`config.mk`:
```
export PLATFORM = sky130hd
export DESIGN_NAME = game_round_ctrl_flat
export DESIGN_NICKNAME = d
export VERILOG_FILES = /design/src/rtl/game_pkg.sv /design/src/rtl/game_round_ctrl_if.sv /design/src/rtl/bcd2_countdown.sv /design/src/rtl/game_round_ctrl.sv /design/src/flat_wrapper.sv
export SDC_FILE = /design/constraint.sdc
export NUM_CORES = 1
export LEC_CHECK = 0
export CAP_MARGIN = 20
export CORE_ASPECT_RATIO = 1.4
export CORE_MARGIN = 2
export CORE_UTILIZATION = 25
export DETAILED_ROUTE_END_ITERATION = 8
export GPL_ROUTABILITY_DRIVEN = 0
export PLACE_DENSITY_LB_ADDON = 0.05
export SETUP_SLACK_MARGIN = 0.3
export SLEW_MARGIN = 40
export SYNTH_ARGS = -nofsm -noshare
export SYNTH_HDL_FRONTEND = slang
export SYNTH_HIERARCHICAL = 1
export SYNTH_SLANG_ARGS = --single-unit
```
`constraint.sdc`:
```
create_clock -name clk -period 6.38 [get_ports clk]
set_input_delay 1.276 -clock clk [delete_from_list [all_inputs] [get_ports clk]]
set_output_delay 1.276 -clock clk [all_outputs]
set_load 0.01 [all_outputs]
```
`src/rtl/game_pkg.sv`:
```
// rtl/game_pkg.sv - shared encodings and constants for the binary-guess round controller
// Contents: round state encodings, BCD digit width, BCD_NINE, default round digits (60 s).
package game_pkg;

    localparam int BCD_W = 4;
    localparam logic [BCD_W-1:0] BCD_NINE       = 4'd9;
    localparam logic [BCD_W-1:0] DEF_ROUND_TENS = 4'd6;
    localparam logic [BCD_W-1:0] DEF_ROUND_ONES = 4'd0;

    typedef enum logic [1:0] {
        ST_IDLE = 2'b00,
        ST_LOAD = 2'b01,
        ST_PLAY = 2'b10,
        ST_OVER = 2'b11
    } state_t;

endpackage

```
`src/rtl/game_round_ctrl_if.sv`:
```
// rtl/game_round_ctrl_if.sv - target request/response handshake between round controller and target generator
// Signals:
//   target          generator -> controller, current target value
//   target_valid    generator -> controller, high while target is stable
//   new_target_req  controller -> generator, one-clk request for a fresh target
// Modports: master = round controller, slave = target generator.
interface game_round_ctrl_if #(
    parameter int GUESS_W = 8
);
    logic [GUESS_W-1:0] target;
    logic               target_valid;
    logic               new_target_req;

    modport master (
        input  target,
        input  target_valid,
        output new_target_req
    );

    modport slave (
        output target,
        output target_valid,
        input  new_target_req
    );
endinterface

```
`src/rtl/bcd2_countdown.sv`:
```
// rtl/bcd2_countdown.sv - two-digit BCD down-counter with load, dec-by-1 and dec-by-N, floored at 00
// Ports:
//   clk, reset            clock, asynchronous active-high reset (loads INIT_TENS:INIT_ONES)
//   load, load_tens/ones  synchronous load of a new BCD value (has priority over decrement)
//   dec1                  subtract 1 this edge
//   decn_en, decn         additionally subtract decn this edge
//   tens, ones            registered BCD count
//   zero_next             the decremented value is 00 (valid whenever load is low)
module bcd2_countdown
    import game_pkg::*;
#(
    parameter logic [BCD_W-1:0] INIT_TENS = DEF_ROUND_TENS,
    parameter logic [BCD_W-1:0] INIT_ONES = DEF_ROUND_ONES
) (
    input  logic             clk,
    input  logic             reset,
    input  logic             load,
    input  logic [BCD_W-1:0] load_tens,
    input  logic [BCD_W-1:0] load_ones,
    input  logic             dec1,
    input  logic             decn_en,
    input  logic [BCD_W-1:0] decn,
    output logic [BCD_W-1:0] tens,
    output logic [BCD_W-1:0] ones,
    output logic             zero_next
);

    logic [6:0]       cur_bin;
    logic [6:0]       sub_amt;
    logic [6:0]       next_bin;
    logic [BCD_W-1:0] next_tens;
    logic [BCD_W-1:0] next_ones;

    // Work in binary so a combined tick+penalty deduction borrows across digits
    // correctly and floors cleanly at zero, then split back into BCD digits.
    always_comb begin
        cur_bin  = 7'(tens) * 7'd10 + 7'(ones);
        sub_amt  = {6'd0, dec1} + (decn_en ? {3'd0, decn} : 7'd0);
        next_bin = (cur_bin > sub_amt) ? (cur_bin - sub_amt) : 7'd0;
        next_tens = 4'(next_bin / 7'd10);
        next_ones = 4'(next_bin % 7'd10);
        zero_next = (next_bin == 7'd0);
    end

    always_ff @(posedge clk or posedge reset) begin
        if (reset) begin
            tens <= INIT_TENS;
            ones <= INIT_ONES;
        end else if (load) begin
            tens <= load_tens;
            ones <= load_ones;
        end else if (dec1 || decn_en) begin
            tens <= next_tens;
            ones <= next_ones;
        end
    end

endmodule

```
`src/rtl/game_round_ctrl.sv`:
```
// rtl/game_round_ctrl.sv - round sequencer for the binary-guess game: countdown, target requests, judging, BCD score
// Optional build macro: PENALTY_EN (a miss also deducts PENALTY_SECS from the countdown).
// Ports:
//   clk, reset                  system clock, asynchronous active-high reset
//   tick_1hz                    one-clk enable once per second
//   start_key_n, submit_key_n   raw active-low buttons (synchronized here)
//   guess                       player guess
//   tgt                         target handshake (master side)
//   secs_tens, secs_ones        BCD remaining time
//   score_tens, score_ones      BCD score
//   state_o                     IDLE=00 LOAD=01 PLAY=10 OVER=11
//   hit_led, miss_led           result of the last judged submit
module game_round_ctrl
    import game_pkg::*;
#(
    parameter logic [BCD_W-1:0] ROUND_TENS   = DEF_ROUND_TENS,
    parameter logic [BCD_W-1:0] ROUND_ONES   = DEF_ROUND_ONES,
    parameter int               GUESS_W      = 8,
    parameter logic [BCD_W-1:0] PENALTY_SECS = 4'd5
) (
    input  logic               clk,
    input  logic               reset,
    input  logic               tick_1hz,
    input  logic               start_key_n,
    input  logic               submit_key_n,
    input  logic [GUESS_W-1:0] guess,
    game_round_ctrl_if.master  tgt,
    output logic [BCD_W-1:0]   secs_tens,
    output logic [BCD_W-1:0]   secs_ones,
    output logic [BCD_W-1:0]   score_tens,
    output logic [BCD_W-1:0]   score_ones,
    output logic [1:0]         state_o,
    output logic               hit_led,
    output logic               miss_led
);

    state_t           state;
    logic             ntr_q;
    logic [2:0]       start_sync;
    logic [2:0]       submit_sync;
    logic             start_p;
    logic             submit_p;
    logic             is_hit;
    logic             cnt_load;
    logic             cnt_dec1;
    logic             cnt_decn_en;
    logic             cnt_zero_next;
    logic [BCD_W-1:0] score_tens_inc;
    logic [BCD_W-1:0] score_ones_inc;

    // [0],[1] are the metastability pair, [2] is the previous synchronized
    // level; a 1->0 transition of [1] makes a single press pulse.
    always_ff @(posedge clk or posedge reset) begin
        if (reset) begin
            start_sync  <= 3'b111;
            submit_sync <= 3'b111;
        end else begin
            start_sync  <= {start_sync[1:0], start_key_n};
            submit_sync <= {submit_sync[1:0], submit_key_n};
        end
    end

    assign start_p  = start_sync[2] & ~start_sync[1];
    assign submit_p = submit_sync[2] & ~submit_sync[1];
    assign is_hit   = (guess == tgt.target);

    assign cnt_load = start_p && ((state == ST_IDLE) || (state == ST_OVER));
    assign cnt_dec1 = (state == ST_PLAY) && tick_1hz;
`ifdef PENALTY_EN
    assign cnt_decn_en = (state == ST_PLAY) && submit_p && !is_hit;
`else
    assign cnt_decn_en = 1'b0;
`endif

    bcd2_countdown #(
        .INIT_TENS (ROUND_TENS),
        .INIT_ONES (ROUND_ONES)
    ) u_round_time (
        .clk       (clk),
        .reset     (reset),
        .load      (cnt_load),
        .load_tens (ROUND_TENS),
        .load_ones (ROUND_ONES),
        .dec1      (cnt_dec1),
        .decn_en   (cnt_decn_en),
        .decn      (PENALTY_SECS),
        .tens      (secs_tens),
        .ones      (secs_ones),
        .zero_next (cnt_zero_next)
    );

    // Score +1 in BCD, saturating at 99.
    always_comb begin
        score_tens_inc = score_tens;
        score_ones_inc = score_ones;
        if (score_ones != BCD_NINE) begin
            score_ones_inc = score_ones + 4'd1;
        end else if (score_tens != BCD_NINE) begin
            score_tens_inc = score_tens + 4'd1;
            score_ones_inc = 4'd0;
        end
    end

    always_ff @(posedge clk or posedge reset) begin
        if (reset) begin
            state      <= ST_IDLE;
            score_tens <= 4'd0;
            score_ones <= 4'd0;
            ntr_q      <= 1'b0;
            hit_led    <= 1'b0;
            miss_led   <= 1'b0;
        end else begin
            ntr_q <= 1'b0;
            case (state)
                ST_IDLE, ST_OVER: begin
                    if (start_p) begin
                        score_tens <= 4'd0;
                        score_ones <= 4'd0;
                        hit_led    <= 1'b0;
                        miss_led   <= 1'b0;
                        ntr_q      <= 1'b1;
                        state      <= ST_LOAD;
                    end
                end
                ST_LOAD: begin
                    if (tgt.target_valid) begin
                        state <= ST_PLAY;
                    end
                end
                ST_PLAY: begin
                    if (submit_p) begin
                        if (is_hit) begin
                            hit_led    <= 1'b1;
                            miss_led   <= 1'b0;
                            score_tens <= score_tens_inc;
                            score_ones <= score_ones_inc;
                        end else begin
                            hit_led  <= 1'b0;
                            miss_led <= 1'b1;
                        end
                    end
                    // Running out of time outranks asking for the next target.
                    if (cnt_zero_next) begin
                        state <= ST_OVER;
                    end else if (submit_p && is_hit) begin
                        ntr_q <= 1'b1;
                        state <= ST_LOAD;
                    end
                end
                default: state <= ST_IDLE;
            endcase
        end
    end

    assign state_o            = state;
    assign tgt.new_target_req = ntr_q;

endmodule

```
`src/flat_wrapper.sv`:
```
// flat-port wrapper written by rule: the top's interface ports become plain ports
module game_round_ctrl_flat import game_pkg::*;
#(
    parameter logic [BCD_W-1:0] ROUND_TENS   = DEF_ROUND_TENS,
    parameter logic [BCD_W-1:0] ROUND_ONES   = DEF_ROUND_ONES,
    parameter int               GUESS_W      = 8,
    parameter logic [BCD_W-1:0] PENALTY_SECS = 4'd5
)
  (clk, reset, tick_1hz, start_key_n, submit_key_n, guess, secs_tens, secs_ones, score_tens, score_ones, state_o, hit_led, miss_led, tgt_target, tgt_target_valid, tgt_new_target_req);
  game_round_ctrl_if #(.GUESS_W(GUESS_W)) tgt_i ();
  input  logic clk;
  input  logic reset;
  input  logic tick_1hz;
  input  logic start_key_n;
  input  logic submit_key_n;
  input  logic [GUESS_W-1:0] guess;
  output logic [BCD_W-1:0] secs_tens;
  output logic [BCD_W-1:0] secs_ones;
  output logic [BCD_W-1:0] score_tens;
  output logic [BCD_W-1:0] score_ones;
  output logic [1:0] state_o;
  output logic hit_led;
  output logic miss_led;
  input wire logic [$bits(tgt_i.target)-1:0] tgt_target;
  input wire logic [$bits(tgt_i.target_valid)-1:0] tgt_target_valid;
  output wire logic [$bits(tgt_i.new_target_req)-1:0] tgt_new_target_req;
  assign tgt_i.target = tgt_target;
  assign tgt_i.target_valid = tgt_target_valid;
  assign tgt_new_target_req = tgt_i.new_target_req;
  game_round_ctrl #(.ROUND_TENS(ROUND_TENS), .ROUND_ONES(ROUND_ONES), .GUESS_W(GUESS_W), .PENALTY_SECS(PENALTY_SECS)) u_core (.clk(clk), .reset(reset), .tick_1hz(tick_1hz), .start_key_n(start_key_n), .submit_key_n(submit_key_n), .guess(guess), .tgt(tgt_i), .secs_tens(secs_tens), .secs_ones(secs_ones), .score_tens(score_tens), .score_ones(score_ones), .state_o(state_o), .hit_led(hit_led), .miss_led(miss_led));
endmodule
```
==> summary.md <==
| Metric | Value |
|---|---|
| Status | `finished clean` |
| Fin Clk Skew | `0.00308 ns` |
| Worst r2r src | `u_core/u_round_time/tens[2]` |
| Relative slew slack | `61.6%` |
| Initial DRC count | `99` |
| Worst-path clk slew | `0.07 ns` |
| Largest area contributor in the netlist | `dfrtp_1` |
| Via count | `2,633` |
| Routed len/inst | `15.6 µm` |
| Worst Setup End Kind | `flop` |
| Slowest CP cell | `clkdlybuf4s50_1` |
| Vias per cell | `4.97` |
| Commonest non-fill, non-tap cell in the layout | `clkdlybuf4s50_1` |
| Top Ports | `43` |
| FF-to-FF End | `u_core/u_round_time/ones[1]` |
| GR Overflow Total | `0` |
| FF+latch count, synth | `27` |
| Layout cell share with drive strength beyond 1 | `14.4%` |
| RSZ-0062 raised after global routing | `no` |
| Core area | `0.0108 mm²` |
| Die W | `92.9 µm` |
| Antenna cells | `0` |
| CP arrival | `6.02 ns` |
| Core Rows | `45` |
| Top cell type's share of synthesized area | `17.2%` |
| # setup viols final | `0` |
| Sequential area share after synthesis | `24.8%` |
| CP required | `6.53 ns` |
| Maxcap violations | `0` |
| Largest delay share family, worst path | `compound AO/OA/AOI/OAI gates` |
| Final hold violations | `0` |
| Router iterations before antenna repair | `4` |
| Worst setup endpoint | `u_core/u_round_time/ones[1]` |
| First-pass GRT wire length | `13,700 µm` |
| Starting Density | `25.6%` |
| CTS tree | `done` |
| Post-route ant nets | `0` |
| Area Growth Syn to Fin | `31.2%` |
| Buffers on Ports | `42` |
| Post-CTS Hold Buffers | `0` |
| Largest net degree at the start of global routing | `20` |
| Worst Path Class, Setup | `in2reg` |
| Synthesized instance count | `316` |
| Top cells by area, synth | `dfrtp_1 (17%), ha_1 (9.5%), dfstp_2 (7.6%), xnor2_1 (4.1%), a21oi_1 (3.8%)` |
| Synth warnings | `6` |
| Worst-path maximum fanout | `6` |
| Clock root buffer | `clkbuf_16` |
| CTS sink count | `27` |
| Most frequent cells in the layout | `clkdlybuf4s50_1 (42), nand2_1 (24), conb_1 (23), a21oi_1 (21), ha_1 (20)` |
| Levels on crit path | `20` |
| Post-synth EDFFs | `0` |
| Commonest register cell after synthesis | `dfrtp_1` |
| Die area | `0.0119 mm²` |
| Flop-to-flop setup slack | `1.10 ns` |
| Final worst path period share | `91.9%` |
| Crit path largest cell delay | `0.41 ns` |
| DPL Wire Length | `6680 µm` |
| Gr usage total | `14.4%` |
| Fin crit period | `5.86 ns` |
| Cell Area, Synth | `0.00277 mm²` |
| Nets | `436` |
| Synth cell types | `74` |
| # DRC | `0` |
| Mean Syn Cell Area | `8.75 µm²` |
| Clock Tree Buf Depth | `2` |
| H-tree depth | `1` |
| Slew Limit Fails | `0` |
| Die Y | `128 µm` |
| Setup crit start kind | `primary input` |
| Register-to-Register Path Depth | `20` |
| Fmax | `0.171 GHz` |
| Initial antenna violation count | `0` |
| Clock latency on the worst-skew pair | `0.27 ns` |
| Synth async-reset ratio | `100%` |
| Final setup TNS | `0 ns` |
| Worst Setup SP | `tick_1hz` |
| Worst path buffer plus inverter count | `2` |
| Hold WS | `0.357 ns` |
| Routed wire length | `8250 µm` |
| Vias in the first global route | `2,731` |
| CTS buffer count | `3` |
| Finished Core Util | `33.6%` |
| Critical path, cell by cell | `clkdlybuf4s50_1 -> and2_1 -> ha_1 -> ha_1 -> fa_1 -> nand2b_2 -> a21oi_4 -> xor2_4 -> o211ai_1 -> a21oi_4 -> mux2i_1 -> o221a_2 -> ha_2 -> inv_1 -> and4_1 -> a311o_1 -> or3_1 -> a21o_1 -> a211oi_1 -> nand2_1` |
| Hold Path Class | `reg2reg` |
| Worst slew pin tran | `0.577 ns` |
## flip-flops by register name (all words and copies together), names as in the netlist
name                       cells
u_core/score_tens              4
u_core/tgt.new_target_req      1
u_core/hit_led                 1
u_core/start_sync              3
u_core/submit_sync             3
u_core/u_round_time/tens       4
u_core/miss_led                1
u_core/state_o                 2
u_core/score_ones              4
u_core/u_round_time/ones       4
## worst reg2reg max path, stage by stage, from the launching register on
cell	delay, ns
dfstp_2	0.58
ha_1	0.24
ha_1	0.35
a21oi_1	0.18
xnor2_1	0.10
ha_1	0.61
nand2_1	0.20
o22a_1	0.21
o21ai_1	0.23
a31oi_1	0.24
a21oi_4	0.24
mux2i_1	0.21
o221a_2	0.22
ha_2	0.22
inv_1	0.06
and4_1	0.15
a311o_1	0.25
or3_1	0.33
a21o_1	0.21
a211oi_1	0.24
nand2_1	0.08
## synthesized netlist by cell type (all sizes together) (2+ instances only)
cell type / count
nand2: 25
o21ai: 24
a21oi: 23
ha: 21
dfrtp: 19
nor2: 18
inv: 16
xnor2: 14
nand2b: 9
nand3: 9
dfstp: 8
a211oi: 7
nor3: 7
and3: 6
buf: 6
nand4: 6
xor2: 6
and4: 5
o31ai: 5
a21o: 4
a31oi: 4
mux2i: 4
o2111ai: 4
o22a: 4
o22ai: 4
a211o: 3
a31o: 3
and2: 3
clkbuf: 3
fa: 3
nor2b: 3
nor4: 3
nor4b: 3
o211ai: 3
o2bb2ai: 3
a22o: 2
a2bb2oi: 2
conb: 2
nand4b: 2
or2: 2
or3: 2
## routing by layer
layer  up-vias  GRT usage [%]  share of wire [%]
met4         0           5.10                2.4
met2        48           29.1                 57
li1       1316              -                  -
met1      1254           15.4                 38
met3        15          0.820                1.7
met5         -              0                  0
## worst min-delay path by stage
stage	startpoint	to	slack (ns)	cells past startpoint
3_5_place_dp	u_core/submit_sync[0]	u_core/submit_sync[1]	0.35	0
4_1_cts	u_core/submit_sync[0]	u_core/submit_sync[1]	0.36	0
3_3_place_gp	u_core/start_sync[0]	u_core/start_sync[1]	0.35	0
5_1_grt	u_core/submit_sync[0]	u_core/submit_sync[1]	0.36	0
6_report	u_core/start_sync[0]	u_core/start_sync[1]	0.36	0
2_1_floorplan	u_core/start_sync[0]	u_core/start_sync[1]	0.35	0
## repair_timing
| action | CTS | global route |
|---|---|---|
| endpoints found under the setup margin | 0 | 3 |
| gates resized for setup | 0 | 5 |
| buffers inserted | 0 | 7 |
## through the flow
step | worst slack [ns] | std cells | area [µm²]
3_5_place_dp | 0.0407 | 519 | 3450
2_1_floorplan | 0.978 | 337 | 2850
3_3_place_gp | 0.158 | 519 | 3450
4_1_cts | 0.302 | 523 | 3530
5_1_grt | 0.303 | 530 | 3630
6_report | 0.518 | 530 | 3630
## layout make-up
type	instances	area [µm²]
multi-input cells	285	2090
flip-flops and latches	27	686
repair buffers	57	533
clock inverters	1	8.76
inverters	16	60.1
well taps	141	176
clock buffers	3	75.1
fillers	1170	7180
## kinds of logic (layout without fill, tap and decap cells)
family	Yosys count	in the layout	share of synthesized area, %
AO/OA/AOI/OAI	108	108	28.5
AND/OR/NAND/NOR	104	104	21.3
flip-flops	27	27	24.8
adder cells (fa/ha/maj)	25	25	12.0
buffers and inverters	25	77	4.16
XOR/XNOR	20	20	6.87
multiplexers	5	5	1.99
other	2	23	0.271
Power is not shown: default switching activity piles up to over one toggle a cycle in this logic, so the estimate is an artifact.
